**src/rtl/rom_read_sequencer.sv**
```systemverilog
// rom_read_sequencer: sweeps a ROM from address 0 up to a captured end
// address and hands each byte to a consumer over a valid/ready handshake.
// Ports:
//   clk, reset          - rising-edge clock, synchronous active-high reset
//   start, abort        - begin a sweep / terminate the current sweep
//   end_address         - last address of the sweep, captured on start
//   rom_data            - ROM data bus
//   address_line        - registered ROM address
//   rom_ce_n, rom_oe_n  - registered active-low chip/output enables
//   data_out/data_valid - captured byte and its valid flag
//   data_ready          - consumer accepts byte when valid and ready
//   busy, done          - sweep in progress / sweep finished
module rom_read_sequencer #(
    parameter int ADDR_WIDTH    = 9,
    parameter int DATA_WIDTH    = 8,
    parameter int ACCESS_CYCLES = 4
) (
    input  logic                  clk,
    input  logic                  reset,
    input  logic                  start,
    input  logic                  abort,
    input  logic [ADDR_WIDTH-1:0] end_address,
    input  logic [DATA_WIDTH-1:0] rom_data,
    output logic [ADDR_WIDTH-1:0] address_line,
    output logic                  rom_ce_n,
    output logic                  rom_oe_n,
    output logic [DATA_WIDTH-1:0] data_out,
    output logic                  data_valid,
    input  logic                  data_ready,
    output logic                  busy,
    output logic                  done
);

    typedef enum logic [2:0] {
        IDLE,
        SETUP,
        WAIT,
        CAPTURE,
        HANDOFF,
        DONE
    } state_t;

    // Wait counter reaches this value on the last WAIT cycle.
    localparam logic [3:0] LAST = 4'(ACCESS_CYCLES - 1);

    state_t                state;
    state_t                state_n;
    logic [ADDR_WIDTH-1:0] end_r;
    logic [ADDR_WIDTH-1:0] end_n;
    logic [ADDR_WIDTH-1:0] addr_n;
    logic [3:0]            cnt;
    logic [3:0]            cnt_n;
    logic [DATA_WIDTH-1:0] data_n;
    logic                  valid_n;
    logic                  ce_n_n;
    logic                  oe_n_n;
    logic                  busy_n;
    logic                  done_n;

    always_ff @(posedge clk) begin
        if (reset) begin
            state        <= IDLE;
            address_line <= '0;
            end_r        <= '0;
            cnt          <= '0;
            data_out     <= '0;
            data_valid   <= 1'b0;
            rom_ce_n     <= 1'b1;
            rom_oe_n     <= 1'b1;
            busy         <= 1'b0;
            done         <= 1'b0;
        end else begin
            state        <= state_n;
            address_line <= addr_n;
            end_r        <= end_n;
            cnt          <= cnt_n;
            data_out     <= data_n;
            data_valid   <= valid_n;
            rom_ce_n     <= ce_n_n;
            rom_oe_n     <= oe_n_n;
            busy         <= busy_n;
            done         <= done_n;
        end
    end

    always_comb begin
        state_n = state;
        addr_n  = address_line;
        end_n   = end_r;
        cnt_n   = cnt;
        data_n  = data_out;
        valid_n = data_valid;
        ce_n_n  = rom_ce_n;
        oe_n_n  = rom_oe_n;
        if (abort) begin
            // Abort wins over start and over a handshake on the same edge.
            state_n = IDLE;
            valid_n = 1'b0;
            ce_n_n  = 1'b1;
            oe_n_n  = 1'b1;
        end else begin
            unique case (state)
                IDLE, DONE: begin
                    if (start) begin
                        addr_n  = '0;
                        end_n   = end_address;
                        ce_n_n  = 1'b0;
                        oe_n_n  = 1'b0;
                        state_n = SETUP;
                    end
                end
                SETUP: begin
                    cnt_n   = '0;
                    state_n = WAIT;
                end
                WAIT: begin
                    if (cnt == LAST) begin
                        state_n = CAPTURE;
                    end else begin
                        cnt_n = cnt + 4'd1;
                    end
                end
                CAPTURE: begin
                    data_n  = rom_data;
                    valid_n = 1'b1;
                    state_n = HANDOFF;
                end
                HANDOFF: begin
                    if (data_ready) begin
                        valid_n = 1'b0;
                        // Compare before incrementing so the address never wraps.
                        if (address_line == end_r) begin
                            ce_n_n  = 1'b1;
                            oe_n_n  = 1'b1;
                            state_n = DONE;
                        end else begin
                            addr_n  = address_line + 1'b1;
                            state_n = SETUP;
                        end
                    end
                end
                default: begin
                    state_n = IDLE;
                end
            endcase
        end
        busy_n = (state_n != IDLE) && (state_n != DONE);
        done_n = (state_n == DONE);
    end

endmodule

```
**config.mk**
```make
export PLATFORM = sky130hd
export DESIGN_NAME = rom_read_sequencer
export DESIGN_NICKNAME = d
export VERILOG_FILES = /design/src/rtl/rom_read_sequencer.sv
export SDC_FILE = /design/constraint.sdc
export NUM_CORES = 1
export LEC_CHECK = 0
export BUFFER_PORTS_ARGS = -buffer_cell sky130_fd_sc_hd__buf_2
export CAP_MARGIN = 10
export CORE_ASPECT_RATIO = 1.75
export CORE_MARGIN = 2
export CORE_UTILIZATION = 53
export CTS_CLUSTER_DIAMETER = 50
export DETAILED_ROUTE_END_ITERATION = 10
export PLACE_DENSITY = 0.79
export RECOVER_POWER = 50
export SLEW_MARGIN = 30
export SYNTH_ARGS = -nofsm -noshare
export SYNTH_HDL_FRONTEND = slang
export SYNTH_SLANG_ARGS = --single-unit
```
**constraint.sdc**
```tcl
create_clock -name clk -period 2.15 [get_ports clk]
set_input_delay 0.1075 -clock clk [delete_from_list [all_inputs] [get_ports clk]]
set_output_delay 0.1075 -clock clk [all_outputs]
set_load 0.005 [all_outputs]
```
==> results.sh <==
export IMPL_postLayoutCoreUtil_pct=64.21
export IMPL_setup_tns_ns=0
export IMPL_p_clk_share_pct=36.4
export IMPL_yosys_top_cells_area="dfxtp_1 (40%), mux2i_1 (9.8%), nor2_1 (6.3%)"
export IMPL_syn_area_um2=1839
export IMPL_die_y_um=81.93
export IMPL_synth_top_cell_area_share_pct=40.27
export IMPL_grt_max_degree=16
export IMPL_nFillCells=330
export IMPL_seqPwrFrac_pct=53.5
export IMPL_drv_cap=0
export IMPL_synth_flop_cell="dfxtp_1"
export IMPL_floorplan_rows=28
export IMPL_whs_path_depth=3
export IMPL_yosys_warnings=0
export IMPL_syn_inst=207
export IMPL_cts_repair_resized=0
export IMPL_internal_power_w=0.0009868
export IMPL_ys_seq_elements=37
export IMPL_die_area_um2=3976
export IMPL_clkTransAtPathRegs_ns=0.08
export IMPL_synth_edff_count=0
export IMPL_finalMaxSlewViolations=0
export IMPL_hold_buffers=0
export IMPL_worstPathArrival_ns=2.07
export IMPL_dpl_hpwl_mm=3.168
export IMPL_clock_sinks=37
export IMPL_drc=0
export IMPL_port_buffers=43
export IMPL_dr_pass1_iters=4
export IMPL_drtAntennaViolNets=0
export IMPL_seqCellArea_um2=740.7
export IMPL_area_delta_synth_final_pct=17.41
export IMPL_grt_pass1_vias=1569
export IMPL_vias_per_cell=5.592
export IMPL_finish_net_count=277
export IMPL_synthArstFlopShare_pct=0
export IMPL_cts_tree="done"
export IMPL_cts_setup_buffers=0
export IMPL_p_leak_nw=0.9472
export IMPL_slew_headroom_pct=69.16
export IMPL_crit_path_end_kind="flip-flop"
export IMPL_status="complete, no violations"
export IMPL_initial_core_util_pct=54.69
export IMPL_rsz0062_at_grt="no"
export IMPL_drtIter0Drc=55
export IMPL_ios=44
export IMPL_synth_fp_nets=231
export IMPL_r2r_setup_slack_ns=0.30
export IMPL_hold_violations=0
export IMPL_clockBufferDepth=2
export IMPL_coreArea_um2=3363
export IMPL_drive_above_1_share_pct=22.05
export IMPL_insertion_delay_ns=0.29
export IMPL_vias=1672
export IMPL_cts_root_buf="clkbuf_8"
export IMPL_die_w_um=48.53
export IMPL_tightest_slew_ns=0.4620
export IMPL_grt_total_usage_pct=22.77
export IMPL_switching_share_pct=25.61
export IMPL_multi_input_area_um2=1006
export IMPL_cts_htree_levels=2
export IMPL_grt_pass1_wl_mm=7.044
export IMPL_final_period_utilization_pct=86.01
export IMPL_cts_buffers=5
export IMPL_drt_wl_total_mm=4.234
export IMPL_p_comb_share_pct=10.2
export IMPL_p_sw_w=0.0003396
export IMPL_gp_congestion=0.8988
export IMPL_period_minus_slack_ns=1.849
export IMPL_synth_top_area_cell="dfxtp_1"
export IMPL_powerDensity_nw_per_um2=614.2
export IMPL_skew_ns=0.009200
export IMPL_max_freq_ghz=0.5408
export IMPL_yosysSeqAreaShare_pct=40.27
export IMPL_finalSetupViolations=0
export IMPL_rr_worst_depth=5
export IMPL_antenna_found_initial=0
export IMPL_start_kind="flip-flop"
export IMPL_crit_fanout=15
export IMPL_crit_required_ns=2.37
export IMPL_ys_types=46
export IMPL_overflow=0
export IMPL_antenna_cells=0
export IMPL_crit_type="flip-flop to flip-flop"
export IMPL_avgSynthCellArea_um2=8.885
export IMPL_wire_per_inst_um=14.16
export IMPL_hold_path_class="primary input to flip-flop"
export IMPL_max_vdd_ir_drop_mv=0.4952
-- registers in the layout, summed over array words and instances (netlist names) --
register and cells:
address_line 9, end_r 9, data_out 8, cnt 4, state 3, busy 1, data_valid 1, done 1
rom_oe_n 1
-- cell usage after synthesis, types with 4 or more instances --
library cell   n
nor2_1        31
nand3_1        6
or4_1          7
mux2i_1       18
xnor2_1        4
dfxtp_1       37
a21oi_1       11
o21ai_0        6
xor2_1        10
o31ai_1        4
nand2_1       14
nand4_1        6
-- power groups by stage --
| stage | Combinational [W] | Sequential, W | Clock [W] |
|---|---|---|---|
| finish | 0.000135 | 0.000709 | 0.000482 |
| detailed placement | 0.000135 | 0.000725 | 0 |
| global route | 0.000149 | 0.000711 | 0.000514 |
| floorplan | 0.0000902 | 0.000722 | 0 |
| CTS | 0.000136 | 0.000709 | 0.000491 |
| global placement | 0.000132 | 0.000725 | 0 |
-- critical path: stages (launching register included) --
cell and delay (ns):
dfxtp_1 0.46, nand2b_1 0.22, nand2b_1 0.21, and4bb_4 0.27, or4_1 0.47, a21oi_1 0.14
-- metrics by stage --
step / power, W / std cells / instance area [um2] / hold WS, ns / setup slack, ns
6_report: 0.001326 / 299 / 2160 / 0.04296 / 0.3009
5_1_grt: 0.001374 / 299 / 2160 / 0.05825 / 0.1791
4_1_cts: 0.001336 / 299 / 2177 / 0.04057 / 0.3175
3_5_place_dp: 0.0008597 / 291 / 2090 / 0.3487 / 0.3494
3_3_place_gp: 0.0008566 / 291 / 2090 / 0.3371 / 0.3564
2_1_floorplan: 0.0008121 / 207 / 1839 / 0.2513 / 0.4861
-- final timing paths --
kind,startpoint,to
worst max-delay path,state[2],address_line[4]
worst min-delay path,end_address[8],end_r[8]
worst max register to register,state[2],address_line[4]
worst min register to register,cnt[1],cnt[1]
-- cell families (layout without fill, tap and decap cells) --
| logic type | count (synthesis) | in the layout | synth area share, % |
|---|---|---|---|
| simple gates | 85 | 85 | 24.08 |
| compound gates | 35 | 35 | 12.18 |
| buf+inv | 15 | 62 | 5.034 |
| mux | 19 | 19 | 10.41 |
| xor+xnor | 14 | 14 | 6.666 |
| flops | 37 | 37 | 40.27 |
| fa+ha+maj | 2 | 2 | 1.360 |
-- metal layers --
metal | wire (um) | part of all wire [%] | GRT usage (%)
met3 | 142 | 3.4 | 4.182
met2 | 2265 | 53 | 43.75
met5 | 0 | 0 | 0
met4 | 133 | 3.1 | 12.29
met1 | 1693 | 40 | 23.27
-- area by class of cell --
cell class | count | share of cell area [%]
clock inverter | 2 | 0.6952
timing repair buffer | 51 | 11.94
clock buffer | 6 | 3.360
sequential | 37 | 34.30
tap | 45 | 2.607
inverter | 3 | 0.5214
multi-input combinational | 155 | 46.58
-- layout by cell type (no fill, tap or decap), types with 5 or more instances in the layout --
master / count
dfxtp_1: 37
buf_4: 6
nand2_1: 14
xor2_1: 10
o21ai_0: 6
clkbuf_1: 11
a21oi_1: 11
nor2_1: 31
or4_1: 7
nand3_1: 6
clkbuf_8: 5
mux2i_1: 18
nand4_1: 6
buf_2: 35
(Power assumes the default switching activity.)
